[src/rtl/i2c_pkg.sv]
// Shared encodings for the reduced I2C master status buses and the feeder FSM.
// No logic here; consumed by i2c_master_feeder and its bench.
package i2c_pkg;

    typedef enum logic [3:0] {
        MS_IDLE  = 4'd0,
        MS_START = 4'd1,
        MS_ADDR  = 4'd2,
        MS_READ  = 4'd3,
        MS_WRITE = 4'd4,
        MS_STOP  = 4'd5
    } main_state_e;

    typedef enum logic [4:0] {
        IS_DATA_7   = 5'd0,
        IS_DATA_6   = 5'd1,
        IS_DATA_5   = 5'd2,
        IS_DATA_4   = 5'd3,
        IS_DATA_3   = 5'd4,
        IS_DATA_2   = 5'd5,
        IS_DATA_1   = 5'd6,
        IS_DATA_0   = 5'd7,
        IS_DATA_ACT = 5'd8
    } i2c_state_e;

    typedef enum logic [1:0] {
        ST_IDLE,
        ST_ARM,
        ST_XFER,
        ST_DRAIN
    } feeder_state_e;

endpackage

[src/rtl/i2c_byte_fifo.sv]
// Synchronous byte FIFO with push/pop/flush; head byte readable combinationally.
// Push while full is dropped, pop while empty is ignored, flush beats a same-cycle push.
module i2c_byte_fifo #(
    parameter int DEPTH = 32
) (
    input  logic                     clock,
    input  logic                     reset,
    input  logic                     push_i,
    input  logic [7:0]               wdata_i,
    input  logic                     pop_i,
    input  logic                     flush_i,
    output logic [7:0]               rdata_o,
    output logic                     full_o,
    output logic                     empty_o,
    output logic [$clog2(DEPTH):0]   count_o
);
    localparam int AW = $clog2(DEPTH);

    logic [7:0]    mem_q [DEPTH];
    logic [AW-1:0] wr_ptr_q;
    logic [AW-1:0] rd_ptr_q;
    logic [AW:0]   count_q;
    logic          do_push;
    logic          do_pop;

    assign full_o  = (count_q == (AW+1)'(DEPTH));
    assign empty_o = (count_q == '0);
    assign count_o = count_q;
    assign rdata_o = mem_q[rd_ptr_q];
    assign do_push = push_i && !full_o;
    assign do_pop  = pop_i && !empty_o;

    always_ff @(posedge clock) begin
        if (do_push) begin
            mem_q[wr_ptr_q] <= wdata_i;
        end
    end

    // Pointers are AW bits wide, so wrapping modulo DEPTH is free.
    always_ff @(posedge clock) begin
        if (reset || flush_i) begin
            wr_ptr_q <= '0;
            rd_ptr_q <= '0;
            count_q  <= '0;
        end else begin
            if (do_push) wr_ptr_q <= wr_ptr_q + 1'b1;
            if (do_pop)  rd_ptr_q <= rd_ptr_q + 1'b1;
            case ({do_push, do_pop})
                2'b10:   count_q <= count_q + 1'b1;
                2'b01:   count_q <= count_q - 1'b1;
                default: count_q <= count_q;
            endcase
        end
    end

endmodule

[src/rtl/i2c_master_feeder.sv]
// Feeds host bytes to the reduced I2C master and returns read bytes; WR/RD one cycle after start.
// Host is backpressured by tx_ready (FIFO not full); status inputs are assumed synchronous.
module i2c_master_feeder
    import i2c_pkg::*;
#(
    parameter int DEPTH = 32,
    parameter int LEN_W = 6
) (
    input  logic             clock,
    input  logic             reset,
    input  logic [7:0]       tx_data,
    input  logic             tx_valid,
    output logic             tx_ready,
    input  logic             start_wr,
    input  logic             start_rd,
    input  logic [LEN_W-1:0] xfer_len,
    output logic [7:0]       rx_data,
    output logic             rx_valid,
    output logic             busy,
    output logic             done,
    output logic             err,
    output logic             WR,
    output logic             RD,
    output logic [7:0]       m_data_out,
    input  logic [7:0]       m_data_in,
    input  logic [3:0]       main_state,
    input  logic [4:0]       i2c_state,
    input  logic             scl_fallingedge,
    input  logic             ack_status
);
    localparam int CW = $clog2(DEPTH) + 1;

    feeder_state_e    state_q;
    logic             wr_mode_q;
    logic [LEN_W-1:0] remaining_q;
    logic             wr_q, rd_q, busy_q, done_q, err_q, rx_valid_q;
    logic [7:0]       m_data_out_q, rx_data_q;

    logic [7:0]    fifo_head;
    logic          fifo_full, fifo_empty;
    logic [CW-1:0] fifo_cnt;
    logic          fifo_pop, fifo_flush;
    logic          wr_go, rd_go, zero_go;
    logic          sfe_wr, nack_hit, next_pop, last_bit, rx_hit;

    always_comb begin
        wr_go    = (state_q == ST_IDLE) && start_wr && (xfer_len != '0) && (fifo_cnt != '0);
        rd_go    = (state_q == ST_IDLE) && !start_wr && start_rd && (xfer_len != '0);
        zero_go  = (state_q == ST_IDLE) && (start_wr || start_rd) && (xfer_len == '0);
        sfe_wr   = (state_q == ST_XFER) && wr_mode_q && scl_fallingedge && (main_state == MS_WRITE);
        nack_hit = sfe_wr && (i2c_state == IS_DATA_ACT) && ack_status;
        next_pop = sfe_wr && (i2c_state == IS_DATA_0) && (remaining_q != '0);
        last_bit = sfe_wr && (i2c_state == IS_DATA_7) && (remaining_q == '0);
        rx_hit   = (state_q == ST_XFER) && !wr_mode_q && scl_fallingedge
                   && (main_state == MS_READ) && (i2c_state == IS_DATA_ACT);
        fifo_pop   = wr_go || (next_pop && !fifo_empty);
        fifo_flush = nack_hit;
    end

    i2c_byte_fifo #(.DEPTH(DEPTH)) u_fifo (
        .clock   (clock),
        .reset   (reset),
        .push_i  (tx_valid),
        .wdata_i (tx_data),
        .pop_i   (fifo_pop),
        .flush_i (fifo_flush),
        .rdata_o (fifo_head),
        .full_o  (fifo_full),
        .empty_o (fifo_empty),
        .count_o (fifo_cnt)
    );

    always_ff @(posedge clock) begin
        if (reset) begin
            state_q      <= ST_IDLE;
            wr_mode_q    <= 1'b0;
            remaining_q  <= '0;
            wr_q         <= 1'b0;
            rd_q         <= 1'b0;
            busy_q       <= 1'b0;
            done_q       <= 1'b0;
            err_q        <= 1'b0;
            rx_valid_q   <= 1'b0;
            m_data_out_q <= 8'h00;
            rx_data_q    <= 8'h00;
        end else begin
            done_q     <= 1'b0;
            rx_valid_q <= 1'b0;
            case (state_q)
                ST_IDLE: begin
                    if (wr_go || rd_go) begin
                        wr_mode_q   <= wr_go;
                        remaining_q <= xfer_len;
                        err_q       <= 1'b0;
                        busy_q      <= 1'b1;
                        state_q     <= ST_ARM;
                        if (wr_go) m_data_out_q <= fifo_head;
                    end else if (zero_go) begin
                        done_q <= 1'b1;
                    end
                end
                ST_ARM: begin
                    // Strobe rises one cycle after the first byte is already on m_data_out.
                    wr_q <= wr_mode_q;
                    rd_q <= !wr_mode_q;
                    if (main_state != MS_IDLE) begin
                        remaining_q <= remaining_q - 1'b1;
                        state_q     <= ST_XFER;
                    end
                end
                ST_XFER: begin
                    if (main_state == MS_IDLE) begin
                        wr_q    <= 1'b0;
                        rd_q    <= 1'b0;
                        state_q <= ST_DRAIN;
                    end else if (nack_hit || (next_pop && fifo_empty)) begin
                        err_q   <= 1'b1;
                        wr_q    <= 1'b0;
                        state_q <= ST_DRAIN;
                    end else if (next_pop) begin
                        m_data_out_q <= fifo_head;
                        remaining_q  <= remaining_q - 1'b1;
                    end else if (last_bit) begin
                        wr_q    <= 1'b0;
                        state_q <= ST_DRAIN;
                    end else if (rx_hit) begin
                        rx_data_q  <= m_data_in;
                        rx_valid_q <= 1'b1;
                        if (remaining_q == '0) begin
                            rd_q    <= 1'b0;
                            state_q <= ST_DRAIN;
                        end else begin
                            remaining_q <= remaining_q - 1'b1;
                        end
                    end
                end
                ST_DRAIN: begin
                    if (main_state == MS_IDLE) begin
                        done_q  <= 1'b1;
                        busy_q  <= 1'b0;
                        state_q <= ST_IDLE;
                    end
                end
                default: state_q <= ST_IDLE;
            endcase
        end
    end

    // Strobes are gated by reset so the master sees them drop in the reset cycle itself.
    assign WR         = wr_q & ~reset;
    assign RD         = rd_q & ~reset;
    assign tx_ready   = !fifo_full;
    assign busy       = busy_q;
    assign done       = done_q;
    assign err        = err_q;
    assign rx_valid   = rx_valid_q;
    assign rx_data    = rx_data_q;
    assign m_data_out = m_data_out_q;

endmodule

[config.mk]
export PLATFORM = sky130hd
export DESIGN_NAME = i2c_master_feeder
export DESIGN_NICKNAME = d
export VERILOG_FILES = /design/src/rtl/i2c_pkg.sv /design/src/rtl/i2c_byte_fifo.sv /design/src/rtl/i2c_master_feeder.sv
export SDC_FILE = /design/constraint.sdc
export NUM_CORES = 1
export LEC_CHECK = 0
export CAP_MARGIN = 20
export CORE_ASPECT_RATIO = 0.6
export CORE_MARGIN = 2
export CORE_UTILIZATION = 40
export DETAILED_ROUTE_END_ITERATION = 10
export PLACE_DENSITY = 0.57
export SLEW_MARGIN = 20
export SYNTH_ARGS = -nofsm -noshare
export SYNTH_HDL_FRONTEND = slang
export SYNTH_HIERARCHICAL = 1
export SYNTH_SLANG_ARGS = --single-unit
[constraint.sdc]
create_clock -name clock -period 5.4 [get_ports clock]
set_input_delay 1.62 -clock clock [delete_from_list [all_inputs] [get_ports clock]]
set_output_delay 1.62 -clock clock [all_outputs]
set_load 0.005 [all_outputs]
# After elaboration in Yosys (flattened, before gate mapping)
# Memory sizes are Yosys's and may differ from the RTL's. A register that Yosys moved wholly into a read port is not among the register bits.
# Cells that the tools add are included.
# classes
div_mod_pow	0
mul	0
n_mux	54
n_lt_le_gt_ge	0
shifts	0
eq_ne	30
n_reduce_logical	59
n_bitwise	8
addsub	5
# op_table
op	count
6-bit two-way mux	8
8-bit two-way mux	5
1-bit logical AND	25
6-bit AND reduction	4
1-bit two-way mux	21
6-bit zero test	3
2-bit two-way mux	9
6-bit one-hot mux with 3 select lines	1
6-bit nonzero test	3
8-bit one-hot mux with 2 select lines	1
2-bit inequality test, second input constant	6
3-bit by 2-bit inequality test with 1-bit output, second input constant	4
6-bit one-hot mux with 2 select lines	1
6-bit by 1-bit subtractor with 6-bit output, second input constant	2
5-bit by 1-bit adder with 5-bit output, second input constant	2
5-bit two-way mux	2
1-bit one-hot mux with 2 select lines	5
3-bit inequality test, second input constant	3
4-bit by 2-bit inequality test with 1-bit output, second input constant	2
2-bit one-hot mux with 4 select lines	1
8-bit AND reduction	1
2-bit nonzero test	4
6-bit by 1-bit adder with 6-bit output, second input constant	1
2-bit == test, second input constant	3
23 further kinds	39
# totals
inputBits	38
wordCells	171
memories	1
ff_bits	47
ramBits	256
romBits	0
latch_bits	0
# mem_list
name	depth	word_bits	read_ports	rd_ports_with_merged_regs	write_ports	line	source
u_fifo.mem_q	32	8	1	1	1	i2c_byte_fifo.sv:19	logic [7:0] mem_q [DEPTH];

# Logic depth before layout (Yosys ltp)
# logic_depth
ltp_word	11
ltp_mapped	16
mapped_depth_nobuf	15

# Modules after synthesis
# The synthesis kept the hierarchy.
# by_module_without_submodules
mod	seq_area_each_um2	instances	area_per_inst_um2	cells_per_inst
i2c_byte_fifo	8107.8	1	11059.4	626
i2c_master_feeder	620.6	1	1746.7	209

# Worst setup path before layout
# No wires, ideal clock.
# synth_path
kind	input to register
start	in main_state[1]
end	reg u_fifo.count_q[4], in the netlist u_fifo/count_o[4]
n_path_buf	1
setup_ns	0.072
stages	14
arrival_ns	4.366
setup_slack_ns	0.962
required_ns	5.328
path_cell_list	and4bb_2 -> nand2_4 -> or3_4 -> nand2_1 -> o31ai_4 -> inv_1 -> ha_1 -> clkbuf_1 -> xor2_1 -> ha_1 -> a21oi_1 -> or4bb_1 -> a31oi_1 -> mux2i_1
# synth_between
elab_chain_cells	9
word_cells_on_any_way	14
classes_between	3 x eq/ne; 1 x mux; 10 x reduce/logical
# synth_rtl
item	line	source
from (decl)	i2c_master_feeder.sv:26	input logic [3:0] main_state,
4-bit by 3-bit == test with 1-bit output *	i2c_master_feeder.sv:50	sfe_wr = (state_q == ST_XFER) && wr_mode_q && scl_fallingedge && (main_state == MS_WRITE);
1-bit logical AND *	i2c_master_feeder.sv:50	
1-bit logical AND * (2 in a row)	i2c_master_feeder.sv:52	next_pop = sfe_wr && (i2c_state == IS_DATA_0) && (remaining_q != '0);
1-bit logical AND *	i2c_master_feeder.sv:56	fifo_pop = wr_go || (next_pop && !fifo_empty);
1-bit logical OR *	i2c_master_feeder.sv:56	
via fifo_pop	i2c_master_feeder.sv:42	logic fifo_pop, fifo_flush;
1-bit logical AND *	i2c_byte_fifo.sv:31	assign do_pop = pop_i && !empty_o;
2-bit by 1-bit == test with 1-bit output / 2-bit == test (equally long branches)	i2c_byte_fifo.sv:48	case ({do_push, do_pop})
6-bit one-hot mux with 2 select lines / 2-bit nonzero test (equally long branches)	-	
to (signal assigned)	i2c_byte_fifo.sv:49	2'b10: count_q <= count_q + 1'b1;
to (signal assigned)	i2c_byte_fifo.sv:50	2'b01: count_q <= count_q - 1'b1;
to (signal assigned)	i2c_byte_fifo.sv:51	default: count_q <= count_q;
to (decl)	i2c_byte_fifo.sv:22	logic [AW:0] count_q;
# The timed path passes the listed nets; every way through them passes the cells marked *.
# A chain may end at the register's enable or synchronous reset.

# Worst setup path in the final report
# layout_path
start	in reset
end	out RD
# layout_between
elab_chain_cells	2
# layout_rtl
item	line	source
from (decl)	i2c_master_feeder.sv:10	input logic reset,
1-bit NOT	i2c_master_feeder.sv:151	assign RD = rd_q & ~reset;
1-bit AND	i2c_master_feeder.sv:151	
to (decl)	i2c_master_feeder.sv:23	output logic RD,
# No other way between the ends.

==> metrics.txt <==
status=finished, final reports clean; Critical Path Sink Type=primary output; final net count=around 950; register area share after synthesis=0.682; Bufs on Longest Clock Path=3; Inserted Clock Buffers=28; overall power=between 5000 and 6000 µW; clock power share=0.365; P per Cell Area=approximately 400 nW/µm²; Comb power frac=0.168; simple-gate share of the synthesized area=0.0859; r2r startpoint=state_q[0]$_SDFFE_PP0P_; Final Critical Period=approximately 4.4 ns; first-pass iteration count of the detailed router=5; first-pass GRT wire length=between 40000 and 50000 µm; Post-Route WL=around 30000 µm; clk slew on worst S/H paths=about 0.07 ns; Int Pwr=between 4000 and 5000 µW; top achievable clock speed=227 MHz; Hold Crit Class=reg -> reg; Rows=50; worst-path fanout max=3; Final Max Tran Viols=0; post-detail-place hpwl=19700 µm; Post-synth EDFFs=~260; critical path required time=approximately 3.8 ns; GR Util All Layers=0.181; switching portion of total power=0.265; sw power=approximately 1600 µW; largest family of logic cells by synthesized area=multiplexers; total grt overflow=0; H-tree levels=1; Final ANT Viol Nets=0; Syn Area/Cell=roughly 15 µm²; root buf cell=clkbuf_16; Ports=slightly above 60; Area growth syn-to-layout=16.2%; hold depth=2; Post-CTS Resized=0; CP arrival=between 2 and 3 ns; die width=around 230 µm; ys flop type=edfxtp_1; CTS tree=yes; count of cell types in the netlist=69; post-route cell area=about 15000 µm²; Post-synth ARST share=0; Slew HR=0.255; YS warnings=6; # Max-Cap Violations=0; Fin Setup TNS=0 ns; Residual DRC=0; Worst-Skew Late Latency=0.55 ns; Post-CTS Setup Bufs=0; initial DRC count=700; worst slew pin tran=1.11 ns; CP startpoint kind=primary input; fraction of layout cells with a size suffix above 1=0.134; routed vias=around 7400; Tcrit/Tclk final=0.815; Compound-Gate Fraction of Synth Area=0.0641; Synthesized Nets=889; Die Ht=about 140 µm; number of global-route vias before repair=about 7000; post-synth top area cell=edfxtp_1; CTS Hold Bufs=0; largest net degree at the start of global routing=57; DR vias/cell=roughly 5.6; core area=31300 µm²; Post-DP Area=about 14000 µm²; Crit Path Category=in -> out; worst min-delay path endpoint=busy$_SDFFE_PP0P_; most frequent cells in the layout=256 x edfxtp_1, 87 x mux2i_1, 77 x nor2_1, 60 x clkdlybuf4s50_1, 50 x dfxtp_1; Yosys reg bits=about 310; FF-to-FF End=u_fifo/count_o[4]$_SDFFE_PP0P_; Synth Area in Adders=0.0156; final setup vio count=0; initial core utilization=0.409; Routed WL per cell=between 20 and 25 µm; R2R setup slack=1.80 ns; Hold Crit Start=busy$_SDFFE_PP0P_; CTS sink count=approximately 300; synthesized cell area=approximately 13000 µm²; Antenna Cells=0; unrepaired setup endpoints after global routing=no; worst vdd ir=between 0.2 and 0.25 mV; multiplexer share of the synthesized area=0.124; Port Buffers=60; Leak=0.00483 µW; worst reg2reg path depth=15; top post-synthesis cells by area=edfxtp_1 60%, dfxtp_1 8.1%, mux2i_1 6.8%; Die ar.=33500 µm²; share of the synthesized area in the top cell type=0.600; Final Hold Viols=0; commonest non-fill, non-tap cell in the layout=edfxtp_1; GP Congestion=0.835; Clock Skew=approximately 0.013 ns; post-synthesis xor/xnor area fraction=0.00616; Synth Instances=between 800 and 900; initial antenna violation count=0; Reg power frac=0.467
==> per-layer routing <==
layer,global-route usage,wire length [µm],vias to the layer above
li1,-,-,3381
met1,0.308,16000,3747
met2,0.229,11600,272
met3,0.0378,2350,39
met4,0.0333,480,0
met5,0,0,-
==> power by group through the flow <==
stage | combinational (µW) | clock, µW | sequential [µW]
final | 999 | 2180 | 2780
after global routing | 1080 | 2300 | 2800
after CTS | 988 | 2210 | 2790
after detailed placement | 984 | 0 | 2840
after global placement | 990 | 0 | 2840
after floorplan | 708 | 0 | 2760
==> through the flow <==
step	hold slack, ns	instances	setup WS (ns)	utilization
global placement	0.460	1285	0.601	0.442
floorplan	0.457	835	0.962	-
global route	0.503	1337	0.802	0.475
CTS	0.484	1337	0.986	0.475
finish	0.482	1337	0.997	0.475
detailed placement	0.474	1285	0.516	0.442
==> final cells by class <==
| type | count | area [µm²] |
|---|---|---|
| Clock inverter | 9 | 130 |
| Timing Repair Buffer | 75 | 726 |
| Sequential cell | 308 | 8730 |
| Inverter | 19 | 71.3 |
| Clock buffer | 43 | 902 |
| Tap cell | 416 | 520 |
| Multi-Input combinational cell | 467 | 3790 |
| Fill cell | 2657 | 16500 |
==> cell families (layout without fill, tap and decap cells) <==
kind of cell | Yosys count | after routing
AO/OA/AOI/OAI | 108 | 108
multiplexers | 119 | 119
XOR/XNOR | 9 | 9
buffers and inverters | 60 | 146
flip-flops | 308 | 308
adder cells (fa/ha/maj) | 16 | 16
AND/OR/NAND/NOR | 215 | 215
==> Yosys cell counts (all sizes together) (4+ instances only) <==
cell and number:
a22o 9, buf 22, a21oi 20, nand3 37, dfxtp 52, edfxtp 256, xor2 8, inv 18
nor2 79, o311ai 4, mux4 32, nand4 4, ha 16, nor3 9, nand2 32, o21ai 8
nand3b 6, a221oi 8, or3 10, clkbuf 19, o211ai 5, a22oi 33, mux2i 87, nor2b 7
==> sequential cells by signal, indices dropped and copies added, names as in the netlist, 2 cells and up, named ones only <==
register,count
m_data_out,8
remaining_q,6
rx_data,8
state_q,2
u_fifo/count_o,6
u_fifo/mem_q,256
u_fifo/rd_ptr_q,5
u_fifo/wr_ptr_q,5
==> worst max path at each step <==
| stage | slack (ns) | startpoint | to | cells past startpoint |
|---|---|---|---|---|
| after global routing | 0.80 | i2c_state[3] | u_fifo/count_o[4]$_SDFFE_PP0P_ | 14 |
| after detailed placement | 0.52 | i2c_state[3] | u_fifo/count_o[4]$_SDFFE_PP0P_ | 14 |
| after floorplan | 0.96 | main_state[1] | u_fifo/count_o[4]$_SDFFE_PP0P_ | 14 |
| after CTS | 0.99 | reset | WR | 3 |
| after global placement | 0.60 | i2c_state[3] | u_fifo/count_o[4]$_SDFFE_PP0P_ | 14 |
| final | 1.0 | reset | RD | 3 |
==> worst max-delay path: stages <==
cell             delay (ns)
clkdlybuf4s50_1        0.45
nor2b_1                0.16
clkdlybuf4s50_1        0.55
Note: power is estimated with default switching activity, not from simulation.
